$ cat config.mk
export PLATFORM = sky130hd
export DESIGN_NAME = spi_mem_bridge_flat
export DESIGN_NICKNAME = d
export VERILOG_FILES = /design/src/rtl/spi_mem_bridge_if.sv /design/src/rtl/spi_mem_bridge.sv /design/src/flat_wrapper.sv
export SDC_FILE = /design/constraint.sdc
export NUM_CORES = 1
export LEC_CHECK = 0
export CAP_MARGIN = 15
export CORE_MARGIN = 2
export CORE_UTILIZATION = 45
export CTS_BUF_LIST = sky130_fd_sc_hd__clkbuf_16
export CTS_CLUSTER_DIAMETER = 60
export CTS_CLUSTER_SIZE = 24
export DETAILED_ROUTE_END_ITERATION = 6
export GPL_TIMING_DRIVEN = 0
export PLACE_DENSITY = 0.68
export REMOVE_ABC_BUFFERS = 1
export SLEW_MARGIN = 20
export SYNTH_ARGS = -nofsm -noshare
export SYNTH_HDL_FRONTEND = slang
export SYNTH_SLANG_ARGS = --single-unit
$ cat constraint.sdc
create_clock -name clk -period 2 [get_ports clk]
set_input_delay 0.3 -clock clk [delete_from_list [all_inputs] [get_ports clk]]
set_output_delay 0.3 -clock clk [all_outputs]
set_load 0.05 [all_outputs]
$ cat src/rtl/spi_mem_bridge_if.sv
// CPU-side byte memory request/response bus of the SPI SRAM bridge.
// The CPU drives the master side; the bridge takes the slave side.
interface spi_mem_bridge_if #(
  parameter int ADDR_WIDTH = 15,
  parameter int DATA_WIDTH = 8
);
  logic                  reqValid;
  logic                  reqReady;
  logic [ADDR_WIDTH-1:0] memReqBus;
  logic                  memWriteReq;
  logic [DATA_WIDTH-1:0] memWriteData;
  logic                  respValid;
  logic [DATA_WIDTH-1:0] memReadBus;

  modport master (
    output reqValid, memReqBus, memWriteReq, memWriteData,
    input  reqReady, respValid, memReadBus
  );

  modport slave (
    input  reqValid, memReqBus, memWriteReq, memWriteData,
    output reqReady, respValid, memReadBus
  );
endinterface

$ cat src/rtl/spi_mem_bridge.sv
// Single-byte SPI SRAM responder: one READ/WRITE frame {cmd, addr16, data} per request,
// SPI mode 0 at clk/2, completion signalled by a one-cycle respValid pulse.
module spi_mem_bridge #(
  parameter int         ADDR_WIDTH = 15,
  parameter int         DATA_WIDTH = 8,
  parameter logic [7:0] READ_CMD   = 8'h03,
  parameter logic [7:0] WRITE_CMD  = 8'h02
) (
  input  logic            clk,
  input  logic            reset,
  spi_mem_bridge_if.slave bus,
  output logic            spiCs_n,
  output logic            spiSck,
  output logic            spiMosi,
  input  logic            spiMiso
);

  typedef enum logic [1:0] {
    ST_IDLE   = 2'd0,
    ST_SHIFT  = 2'd1,
    ST_FINISH = 2'd2
  } state_t;

  state_t                state_r, state_s;
  logic [31:0]           tx_r, tx_s;
  logic [DATA_WIDTH-1:0] rx_r, rx_s, rx_shift_s;
  logic [4:0]            bit_cnt_r, bit_cnt_s;
  logic                  phase_r, phase_s;
  logic                  is_read_r, is_read_s;
  logic                  cs_n_r, cs_n_s;
  logic                  sck_r, sck_s;
  logic                  mosi_r, mosi_s;
  logic                  resp_r, resp_s;
  logic [DATA_WIDTH-1:0] rdata_r, rdata_s;
  logic [ADDR_WIDTH-1:0] addr_s;
  logic [15:0]           addr_ext_s;

  assign addr_s     = bus.memReqBus;
  assign addr_ext_s = 16'(addr_s);

  // Next-state, datapath and next-output logic; pins are registered from the next state.
  always_comb begin
    state_s    = state_r;
    tx_s       = tx_r;
    rx_s       = rx_r;
    bit_cnt_s  = bit_cnt_r;
    phase_s    = phase_r;
    is_read_s  = is_read_r;
    rdata_s    = rdata_r;
    rx_shift_s = {rx_r[DATA_WIDTH-2:0], spiMiso};

    case (state_r)
      ST_IDLE: begin
        if (bus.reqValid) begin
          state_s   = ST_SHIFT;
          tx_s      = {(bus.memWriteReq ? WRITE_CMD : READ_CMD), addr_ext_s,
                       (bus.memWriteReq ? bus.memWriteData : {DATA_WIDTH{1'b0}})};
          is_read_s = ~bus.memWriteReq;
          bit_cnt_s = 5'd0;
          phase_s   = 1'b0;
        end else begin
          state_s = ST_IDLE;
        end
      end
      ST_SHIFT: begin
        if (!phase_r) begin
          phase_s = 1'b1;
        end else begin
          // Rising-edge half done: sample MISO, advance MOSI, count the bit.
          phase_s   = 1'b0;
          rx_s      = rx_shift_s;
          tx_s      = {tx_r[30:0], 1'b0};
          bit_cnt_s = bit_cnt_r + 5'd1;
          if (bit_cnt_r == 5'd31) begin
            state_s = ST_FINISH;
            if (is_read_r) begin
              rdata_s = rx_shift_s;
            end else begin
              rdata_s = rdata_r;
            end
          end else begin
            state_s = ST_SHIFT;
          end
        end
      end
      ST_FINISH: begin
        state_s = ST_IDLE;
      end
      default: begin
        state_s = ST_IDLE;
      end
    endcase

    cs_n_s = (state_s != ST_SHIFT);
    sck_s  = (state_s == ST_SHIFT) && phase_s;
    mosi_s = (state_s == ST_SHIFT) ? tx_s[31] : 1'b0;
    resp_s = (state_s == ST_FINISH);
  end

  // State, shift registers and registered pins; reset aborts any frame in flight.
  always_ff @(posedge clk) begin
    if (!reset) begin
      state_r   <= ST_IDLE;
      tx_r      <= 32'h0000_0000;
      rx_r      <= {DATA_WIDTH{1'b0}};
      bit_cnt_r <= 5'd0;
      phase_r   <= 1'b0;
      is_read_r <= 1'b0;
      cs_n_r    <= 1'b1;
      sck_r     <= 1'b0;
      mosi_r    <= 1'b0;
      resp_r    <= 1'b0;
      rdata_r   <= {DATA_WIDTH{1'b0}};
    end else begin
      state_r   <= state_s;
      tx_r      <= tx_s;
      rx_r      <= rx_s;
      bit_cnt_r <= bit_cnt_s;
      phase_r   <= phase_s;
      is_read_r <= is_read_s;
      cs_n_r    <= cs_n_s;
      sck_r     <= sck_s;
      mosi_r    <= mosi_s;
      resp_r    <= resp_s;
      rdata_r   <= rdata_s;
    end
  end

  assign bus.reqReady   = (state_r == ST_IDLE);
  assign bus.respValid  = resp_r;
  assign bus.memReadBus = rdata_r;
  assign spiCs_n        = cs_n_r;
  assign spiSck         = sck_r;
  assign spiMosi        = mosi_r;

endmodule

$ cat src/flat_wrapper.sv
// flat-port wrapper written by rule: the top's interface ports become plain ports
module spi_mem_bridge_flat 
#(
  parameter int         ADDR_WIDTH = 15,
  parameter int         DATA_WIDTH = 8,
  parameter logic [7:0] READ_CMD   = 8'h03,
  parameter logic [7:0] WRITE_CMD  = 8'h02
)
  (clk, reset, spiCs_n, spiSck, spiMosi, spiMiso, bus_reqValid, bus_memReqBus, bus_memWriteReq, bus_memWriteData, bus_reqReady, bus_respValid, bus_memReadBus);
  spi_mem_bridge_if #(.ADDR_WIDTH(ADDR_WIDTH), .DATA_WIDTH(DATA_WIDTH)) bus_i ();
  input  logic clk;
  input  logic reset;
  output logic spiCs_n;
  output logic spiSck;
  output logic spiMosi;
  input  logic spiMiso;
  input wire logic [$bits(bus_i.reqValid)-1:0] bus_reqValid;
  input wire logic [$bits(bus_i.memReqBus)-1:0] bus_memReqBus;
  input wire logic [$bits(bus_i.memWriteReq)-1:0] bus_memWriteReq;
  input wire logic [$bits(bus_i.memWriteData)-1:0] bus_memWriteData;
  output wire logic [$bits(bus_i.reqReady)-1:0] bus_reqReady;
  output wire logic [$bits(bus_i.respValid)-1:0] bus_respValid;
  output wire logic [$bits(bus_i.memReadBus)-1:0] bus_memReadBus;
  assign bus_i.reqValid = bus_reqValid;
  assign bus_i.memReqBus = bus_memReqBus;
  assign bus_i.memWriteReq = bus_memWriteReq;
  assign bus_i.memWriteData = bus_memWriteData;
  assign bus_reqReady = bus_i.reqReady;
  assign bus_respValid = bus_i.respValid;
  assign bus_memReadBus = bus_i.memReadBus;
  spi_mem_bridge #(.ADDR_WIDTH(ADDR_WIDTH), .DATA_WIDTH(DATA_WIDTH), .READ_CMD(READ_CMD), .WRITE_CMD(WRITE_CMD)) u_core (.clk(clk), .reset(reset), .bus(bus_i), .spiCs_n(spiCs_n), .spiSck(spiSck), .spiMosi(spiMosi), .spiMiso(spiMiso));
endmodule
==> results of run 1 <==
[logic make-up after synthesis]
family                   after synthesis  share of synthesized area, %
AO/OA/AOI/OAI                         73                          21.2
adder cells (fa/ha/maj)                2                         0.966
buffers and inverters                 28                          7.49
flip-flops                            60                          46.4
multiplexers                           8                          3.09
AND/OR/NAND/NOR                      104                          20.9
[placed cells by master (no fill, tap or decap), drive strengths merged, types with 2 or more instances in the layout]
cell           netlist  routed
or3b                 2       2
or3                  2       2
nand3b               9       9
and3                 2       2
and4                 2       2
mux2i                8       8
and2                 2       2
nand3                8       8
ha                   2       2
clkdlybuf4s50        0      38
a221o                7       7
clkbuf               7       9
o22ai               20      20
a21oi               21      21
nand2               57      57
o21ai                3       3
buf                 18       4
a22oi               16      16
and3b                2       2
clkinv               0       4
dfxtp               60      60
inv                  3       4
nand2b               7       7
nor3b                2       2
nor2                 6       6
[through the flow]
stage	hold slack (ps)	setup WS (ps)	instances	cell area, um^2
6_report	403	190	379	3210
5_1_grt	431	6.72	379	3210
4_1_cts	389	4.50	377	3180
3_5_place_dp	446	-145	363	2930
3_3_place_gp	442	-1690	362	2900
2_1_floorplan	396	232	250	2410
[state kept, by name, indices dropped and copies added (netlist names)]
| register | count |
|---|---|
| u_core.state_r | 2 |
| u_core.bit_cnt_r | 5 |
| u_core.spiCs_n | 1 |
| u_core.bus.memReadBus | 8 |
| u_core.spiSck | 1 |
| u_core.rx_r | 7 |
| u_core.tx_r | 32 |
| u_core.phase_r | 1 |
| u_core.spiMosi | 1 |
| u_core.bus.respValid | 1 |
| u_core.is_read_r | 1 |
[layout make-up]
class | count | share of cell area (%)
clock buffer | 9 | 7.01
clock inverter | 5 | 0.701
inverter | 3 | 0.351
multi-input combinational | 187 | 37.9
sequential | 60 | 37.5
tap | 72 | 2.81
timing repair buffer | 43 | 13.7
[path summary, 6_finish.rpt]
check | to | slack [ps] | cells past startpoint
setup / recovery | u_core.tx_r[16] | 190 | 3
hold / removal | u_core.bit_cnt_r[3] | 400 | 3
setup reg to reg | u_core.tx_r[16] | 190 | 3
hold reg to reg | u_core.tx_r[25] | 450 | 2
[layer usage]
layer / vias up / share of wire, % / routed length [um]
met5: - / 0 / 0
met4: 0 / 0.25 / 13
met3: 2 / 4.8 / 245
met2: 46 / 47 / 2400
met1: 966 / 48 / 2460
li1: 1038 / - / -
[timing repair]
| item | 4_1_cts | 5_1_grt |
|---|---|---|
| endpoints found under the setup margin | 27 | 32 |
| hold buffers | 0 | 0 |
| pin swaps | 0 | 1 |
| cloned | 0 | 0 |
| gates resized for setup | 4 | 2 |
| buffers inserted | 0 | 2 |
[tightest hold or removal path, stage by stage]
cell	delay (ps)
buf_2	210
nand2_1	120
a21oi_1	40
[power by group]
| group | switching, mW | leakage (nW) | internal (mW) | total, mW |
|---|---|---|---|---|
| combinational | 0.121 | 0.501 | 0.114 | 0.235 |
| clock | 0.496 | 0.130 | 0.805 | 1.30 |
| sequential | 0.0330 | 0.489 | 1.24 | 1.27 |
==> flow_summary.toml, run 1 <==
[outcome]
status = "completed"

[clock_network]
clock_latency_ps = 320
cts_tree = "done"
cts_buffer_depth = 2
htreeDepth = 3
clockRootBuffer = "clkbuf_16"
cts_buffers = 9
clk_pin_slew_ps = 50
cts.sinks = 60

[route]
vias = 2052
drc = 0
routedWlPerCell_um = 13.5
first_iter_violations = 83
vias_per_cell = 5.41
wl_mm = 5.12
dr.pass1.iters = 4
postRouteAntennaNets = 0

[layout]
drive_gt1_share_pct = 12.1
final.fill_count = 519
final_nets = 334
multiInputGateArea_mm2 = 0.00122
final_core_util_pct = 57.9
n_antenna_cell = 0
seq_area_mm2 = 0.00120
area_delta_synth_final_pct = 24.0

[yosys]
syn_area_mm2 = 0.00259
synthArstFlopShare_pct = 0
synth_area_per_cell_um2 = 9.42
ys.flop_type = "dfxtp_1"
synth_area_leaders = "dfxtp_1 46%, nand2_1 8.1%, o22ai_2 4.8%"
synthTopCellsByCount = "60 x dfxtp_1, 56 x nand2_1, 21 x a21oi_1, 16 x a22oi_1"
synth_top_area_cell = "dfxtp_1"
yosysUniqueCellTypes = 41
syn_inst = 275
yosysTopAreaCellShare_pct = 46.4
yosysMostFrequentCell = "dfxtp_1"
yosysSeqAreaShare_pct = 46.4
ys_warn_count = 0
synth_edf_count = 0
ys_seq_elements = 60

[power_and_ir_drop]
peakVddDrop_v = 0.000545
power_mw = 2.81
power.leakage_nw = 1.12
pwr_density_cell_mw_per_mm2 = 874

[placed_design]
gp_congestion = 0.672
numPortBuffers = 40
dpl.hpwl_mm = 3.12

[die]
initial_core_util_pct = 46.7
design.core.area_mm2 = 0.00554
io_pins = 41
rows = 27
die_y_um = 79.9
die_area_mm2 = 0.00638
die_x_um = 79.9

[critical_path]
startpoint_type = "flip-flop"
critical_path_class = "flip-flop to flip-flop"
cp_slowest_cell = "dfxtp_1"
crit_buf_inv = 0
cp.required_ps = 2240
r2r-start = "u_core.phase_r"
slowest_delay_ps = 770
worstPathCellList = "and3b_2 -> a22oi_1 -> o22ai_2"
end_kind = "flip-flop"
critical-path-top-delay-family = "flip-flops"
cp_max_fo = 26
cp-startpoint = "u_core.phase_r"
crit_arrival_ps = 2050

[timing]
setup_viol = 0
final.setup.tns_ps = 0
max_slew_margin_pct = 48.4
post-route-period-util_pct = 90.5
clock_skew_ps = 5.91
fin_crit_ps = 1810
final-hold-violation-count = 0
worst_slew_pin_slew_ps = 773
fmax_mhz = 553
drv_slew = 0
rsz0062_at_grt = "no"

[global_routing]
grt_max_degree = 33
busiest_layer = "met2"
use_met2_pct = 27.5
antenna_found_initial = 0
use_met3_pct = 6.67
track_usage_pct = 18.0
gr-usage-met1_pct = 22.0
grt_pass1_vias = 1833
gr-total-overflow = 0
grt_pass1_wl_mm = 8.67

[min_path]
min-delay-start = "reset"
hp-class = "input port to flip-flop"

[job]
cap_violations = 0
Note: power is estimated with default switching activity, not from simulation.
==> run 2: changes to the inputs <==
Clock period 2 ns to 1.71 ns, I/O delays scaled along.
==> run 2 against run 1 <==
Effect of this change:
- sequential power rose by 17%
- non-clock buffer count fell by 1
- highest routed layer unchanged
- clock power up 18%
- via count increased by 1.5%
- largest power group unchanged
==> flow_summary.toml, run 2 (synthesis gave the netlist of run 1 again) <==
[placed_design]
gp_congestion = 0.672
postPlaceCellArea_mm2 = 0.00293
dp_slack_ps = -435
numPortBuffers = 40
dpl.hpwl_mm = 3.12

[power_and_ir_drop]
combPwrFrac_pct = 8.4
power.switching_mw = 0.770
peakVddDrop_v = 0.000641
switching_share_pct = 23.4
power_frac_clock_pct = 46.3
p_int_mw = 2.52
pwr-share-seq_pct = 45.2
power.leakage_nw = 1.15
pwr_density_cell_mw_per_mm2 = 1010

[clock_network]
clockRootBuffer = "clkbuf_16"
cts_buffers = 9
cts.sinks = 60
postCtsHoldBufs = 0
cts_buffer_depth = 2
cts_tree = "done"
htreeDepth = 3
clock_latency_ps = 320
clk_pin_slew_ps = 50

[critical_path]
end_kind = "output pin"
critical_path_class = "flip-flop to output pin"
worstPathCellList = "clkdlybuf4s50_1"
cp_slowest_cell = "clkdlybuf4s50_1"
cp_max_fo = 1
crit_buf_inv = 1
cp.required_ps = 1450
slowest_delay_ps = 790
critical-path-top-delay-family = "buffers and inverters"
crit_arrival_ps = 1410
startpoint_type = "flip-flop"

[layout]
drive_gt1_share_pct = 14.3
design_area_mm2 = 0.00325
final_nets = 334
regMostFlops = "u_core.tx_r"
final_common_cell = "nand2_1"
area_delta_synth_final_pct = 25.6
final_cell_mix = "56 x nand2_1, 55 x dfxtp_1, 30 x clkdlybuf4s50_1, 21 x a21oi_1, 16 x a22oi_1"
n_antenna_cell = 0
largest_reg_flops = 32

[timing]
fin_crit_ps = 1660
setup_slack_ps = 45.1
rsz0062_at_grt = "no"
worst_slew_pin_slew_ps = 647
clock_skew_ps = 6.98
fmax_mhz = 601
post-route-period-util_pct = 97.4
max_slew_margin_pct = 56.8
final-hold-violation-count = 0
drv_slew = 0
final.setup.tns_ps = 0
setup_viol = 0

[die]
die_area_mm2 = 0.00638
die_y_um = 79.9
rows = 27
initial_core_util_pct = 46.7
die_x_um = 79.9
io_pins = 41
design.core.area_mm2 = 0.00554

[route]
drc = 0
first_iter_violations = 104
dr.pass1.iters = 5
vias_per_cell = 5.50
postRouteAntennaNets = 0
vias = 2083
routedWlPerCell_um = 14.0
wl_mm = 5.31

[outcome]
status = "completed"

[global_routing]
grt_pass1_vias = 1856
grt_pass1_wl_mm = 8.91
grt_max_degree = 33
gr-total-overflow = 0
antenna_found_initial = 0
track_usage_pct = 18.4

[job]
cap_violations = 0

[min_path]
hp-class = "input port to flip-flop"
run 2: changes by cell type in the layout (fill, tap and decap cells not counted), moves of 2 or more:
cell,previous run,this run
clkdlybuf4s50_1,38,30
dlygate4sd2_1,0,8
dfxtp_1,58,55
dfxtp_2,2,5
buf_4,2,0
ha_1,2,0
ha_4,0,2
run 2: power by group through the flow:
stage / sequential, mW / clock [mW] / combinational [mW]
3_5_place_dp: 1.51 / 0 / 0.276
5_1_grt: 1.49 / 1.63 / 0.303
2_1_floorplan: 1.51 / 0 / 0.138
3_3_place_gp: 1.51 / 0 / 0.265
4_1_cts: 1.49 / 1.57 / 0.280
6_report: 1.49 / 1.53 / 0.277
run 2: metrics by stage:
step / utilization, % / cells / power (mW) / hold WS [ps]
final: 58.7 / 379 / 3.29 / 361
after global routing: 58.7 / 379 / 3.43 / 382
after CTS: 58.1 / 379 / 3.33 / 346
after detailed placement: 52.8 / 363 / 1.79 / 446
after floorplan: - / 250 / 1.65 / 352
after global placement: 52.3 / 362 / 1.77 / 442
run 2: path summary, 6_finish.rpt:
path | slack [ps] | endpoint | depth (start not counted) | startpoint
worst max-delay path | 50 | spiMosi | 1 | u_core.spiMosi
worst min-delay path | 360 | u_core.bit_cnt_r[3] | 3 | reset
worst max register to register | 130 | u_core.bus.memReadBus[6] | 7 | u_core.bit_cnt_r[0]
worst min register to register | 450 | u_core.tx_r[25] | 2 | u_core.tx_r[25]
run 2: repair_timing:
action / 4_1_cts / 5_1_grt
cloned: 1 / 0
setup buffers: 1 / 0
endpoints found under the setup margin: 59 / 10
resized for setup: 16 / 9
pin swaps: 1 / 1
run 2: worst register-to-register path: cells and delay by family (launching register included):
kind,cells,cell delay (ps)
adder cells (fa/ha/maj),2,280
buffers and inverters,1,170
flip-flops,1,370
multiplexers,1,190
AND/OR/NAND/NOR,3,520
run 2: metal layers:
layer | global-route usage, % | wire [um] | vias up
met4 | 9.15 | 90 | 0
met1 | 23.3 | 2520 | 979
met3 | 6.67 | 281 | 7
met2 | 27.6 | 2420 | 55
li1 | - | - | 1042
met5 | 0 | 0 | -
run 2: cell type report:
class,instances,area (um^2)
Sequential cell,60,1210
Clock inverter,5,22.5
Clock buffer,9,225
Timing Repair Buffer,42,428
Tap cell,72,90.1
Inverter,3,11.3
Multi-Input combinational cell,188,1270
Fill cell,510,2290
==> run 3: changes to the inputs <==
Settings changed: TNS_END_PERCENT set to 5.
Clock period 1.71 ns to 1.7 ns, I/O delays scaled along.
==> run 3 against run 2 <==
Effect of this change:
- sequential share of layout area grew 0.34 points
- setup slack lost 7.8 ps
- largest power group unchanged
- register-to-register slack lost 90 ps
==> flow_summary.toml, run 3 (synthesis gave the netlist of run 1 again) <==
[layout]
final_nets = 335
area_delta_synth_final_pct = 24.5
n_antenna_cell = 0
final_cell_mix = "56 x nand2_1, 56 x dfxtp_1, 28 x clkdlybuf4s50_1, 21 x a21oi_1, 16 x a22oi_1"
largest_reg_flops = 32
fin_cells = 380
drive_gt1_share_pct = 13.3
regMostFlops = "u_core.tx_r"
final_core_util_pct = 58.2

[critical_path]
cp_max_fo = 1
startpoint_type = "flip-flop"
critical-path-top-delay-family = "buffers and inverters"
cp_slowest_cell = "clkdlybuf4s50_1"
crit_buf_inv = 1
crit_arrival_ps = 1410
cp.required_ps = 1440
slowest_delay_ps = 790
worstPathCellList = "clkdlybuf4s50_1"
critical_path_class = "flip-flop to output pin"
end_kind = "output pin"

[die]
design.core.area_mm2 = 0.00554
die_area_mm2 = 0.00638
die_x_um = 79.9
rows = 27
initial_core_util_pct = 46.7
io_pins = 41
die_y_um = 79.9

[job]
cap_violations = 0

[clock_network]
clock_latency_ps = 320
clk_pin_slew_ps = 50
postCtsHoldBufs = 0
cts_buffer_depth = 2
cts_tree = "done"
cts_buffers = 9
clockRootBuffer = "clkbuf_16"
cts.sinks = 60
htreeDepth = 3

[power_and_ir_drop]
peakVddDrop_v = 0.000643
combPwrFrac_pct = 8.4
switching_share_pct = 23.3
pwr-share-seq_pct = 45.2
p_int_mw = 2.53
power_frac_clock_pct = 46.3
power.switching_mw = 0.771
power_mw = 3.30
power.leakage_nw = 1.18
pwr_density_cell_mw_per_mm2 = 1020

[global_routing]
grt_pass1_wl_mm = 8.73
track_usage_pct = 18.1
grt_max_degree = 33
grt_pass1_vias = 1845
gr-total-overflow = 0
antenna_found_initial = 0

[timing]
fmax_mhz = 601
post-route-period-util_pct = 97.8
worst_slew_pin_slew_ps = 671
clock_skew_ps = 7.05
final-hold-violation-count = 0
fin_crit_ps = 1660
rsz0062_at_grt = "yes"
max_slew_margin_pct = 55.1
drv_slew = 0
setup_viol = 0

[route]
vias = 2059
routedWlPerCell_um = 14.0
first_iter_violations = 80
vias_per_cell = 5.42
drc = 0
dr.pass1.iters = 4
postRouteAntennaNets = 0
wl_mm = 5.30

[placed_design]
dp.cells = 363
gp_congestion = 0.672
dpl.hpwl_mm = 3.12
numPortBuffers = 40

[min_path]
hp-class = "input port to flip-flop"

[outcome]
status = "completed"
## run 3: changes by cell type in the layout (fill, tap and decap cells not counted), moves of 2 or more
cell	delta
buf_4	+2
dfxtp_2	-2
ha_4	-2
clkdlybuf4s50_1	-2
dlygate4sd2_1	+2
## run 3: cell type report
class | count | area [um^2]
timing repair buffer | 43 | 428
tap | 72 | 90.1
multi-input combinational | 188 | 1240
clock buffer | 9 | 225
inverter | 3 | 11.3
fill | 518 | 2310
sequential | 60 | 1210
clock inverter | 5 | 22.5
## run 3: metal layers
| layer | wire [um] | GRT usage [%] |
|---|---|---|
| met1 | 2610 | 22.3 |
| met2 | 2420 | 27.5 |
| met3 | 262 | 6.67 |
| met4 | 15 | 9.32 |
| met5 | 0 | 0 |
## run 3: final timing paths
kind	endpoint	cells after the start	slack (ps)	from
worst max register to register	u_core.bus.memReadBus[6]	7	40	u_core.bit_cnt_r[0]
worst max-delay path	spiMosi	1	40	u_core.spiMosi
worst min register to register	u_core.tx_r[25]	2	450	u_core.tx_r[25]
worst min-delay path	u_core.bit_cnt_r[3]	3	360	reset
## run 3: stage by stage
step	instance area, um^2	setup WS (ps)	hold WS (ps)	TNS, ps
after CTS	3200	-154	344	-1120
after global placement	2900	-1950	442	-71050
after detailed placement	2930	-445	446	-17070
after floorplan	2410	-68.3	351	-546
final	3230	37.4	361	0
after global routing	3230	-72.9	386	-455
## run 3: power by group through the flow
stage | sequential, mW | combinational (mW) | clock, mW
after floorplan | 1.52 | 0.139 | 0
after global placement | 1.52 | 0.267 | 0
after detailed placement | 1.52 | 0.278 | 0
after CTS | 1.49 | 0.278 | 1.58
after global routing | 1.50 | 0.304 | 1.64
final | 1.49 | 0.279 | 1.53
## run 3: repair_timing
action	in CTS	in global routing
endpoints found under the setup margin	59	26
buffers inserted	0	2
pin swaps	0	2
gates cloned	0	1
resized for setup	20	1
## run 3: worst register-to-register path, cell delays in order, from the launching register on
cell and delay (ps):
dfxtp_2 350, ha_1 160, and3_1 170, ha_2 210, nand3_4 100, nor3b_4 230, buf_4 180, mux2i_1 190
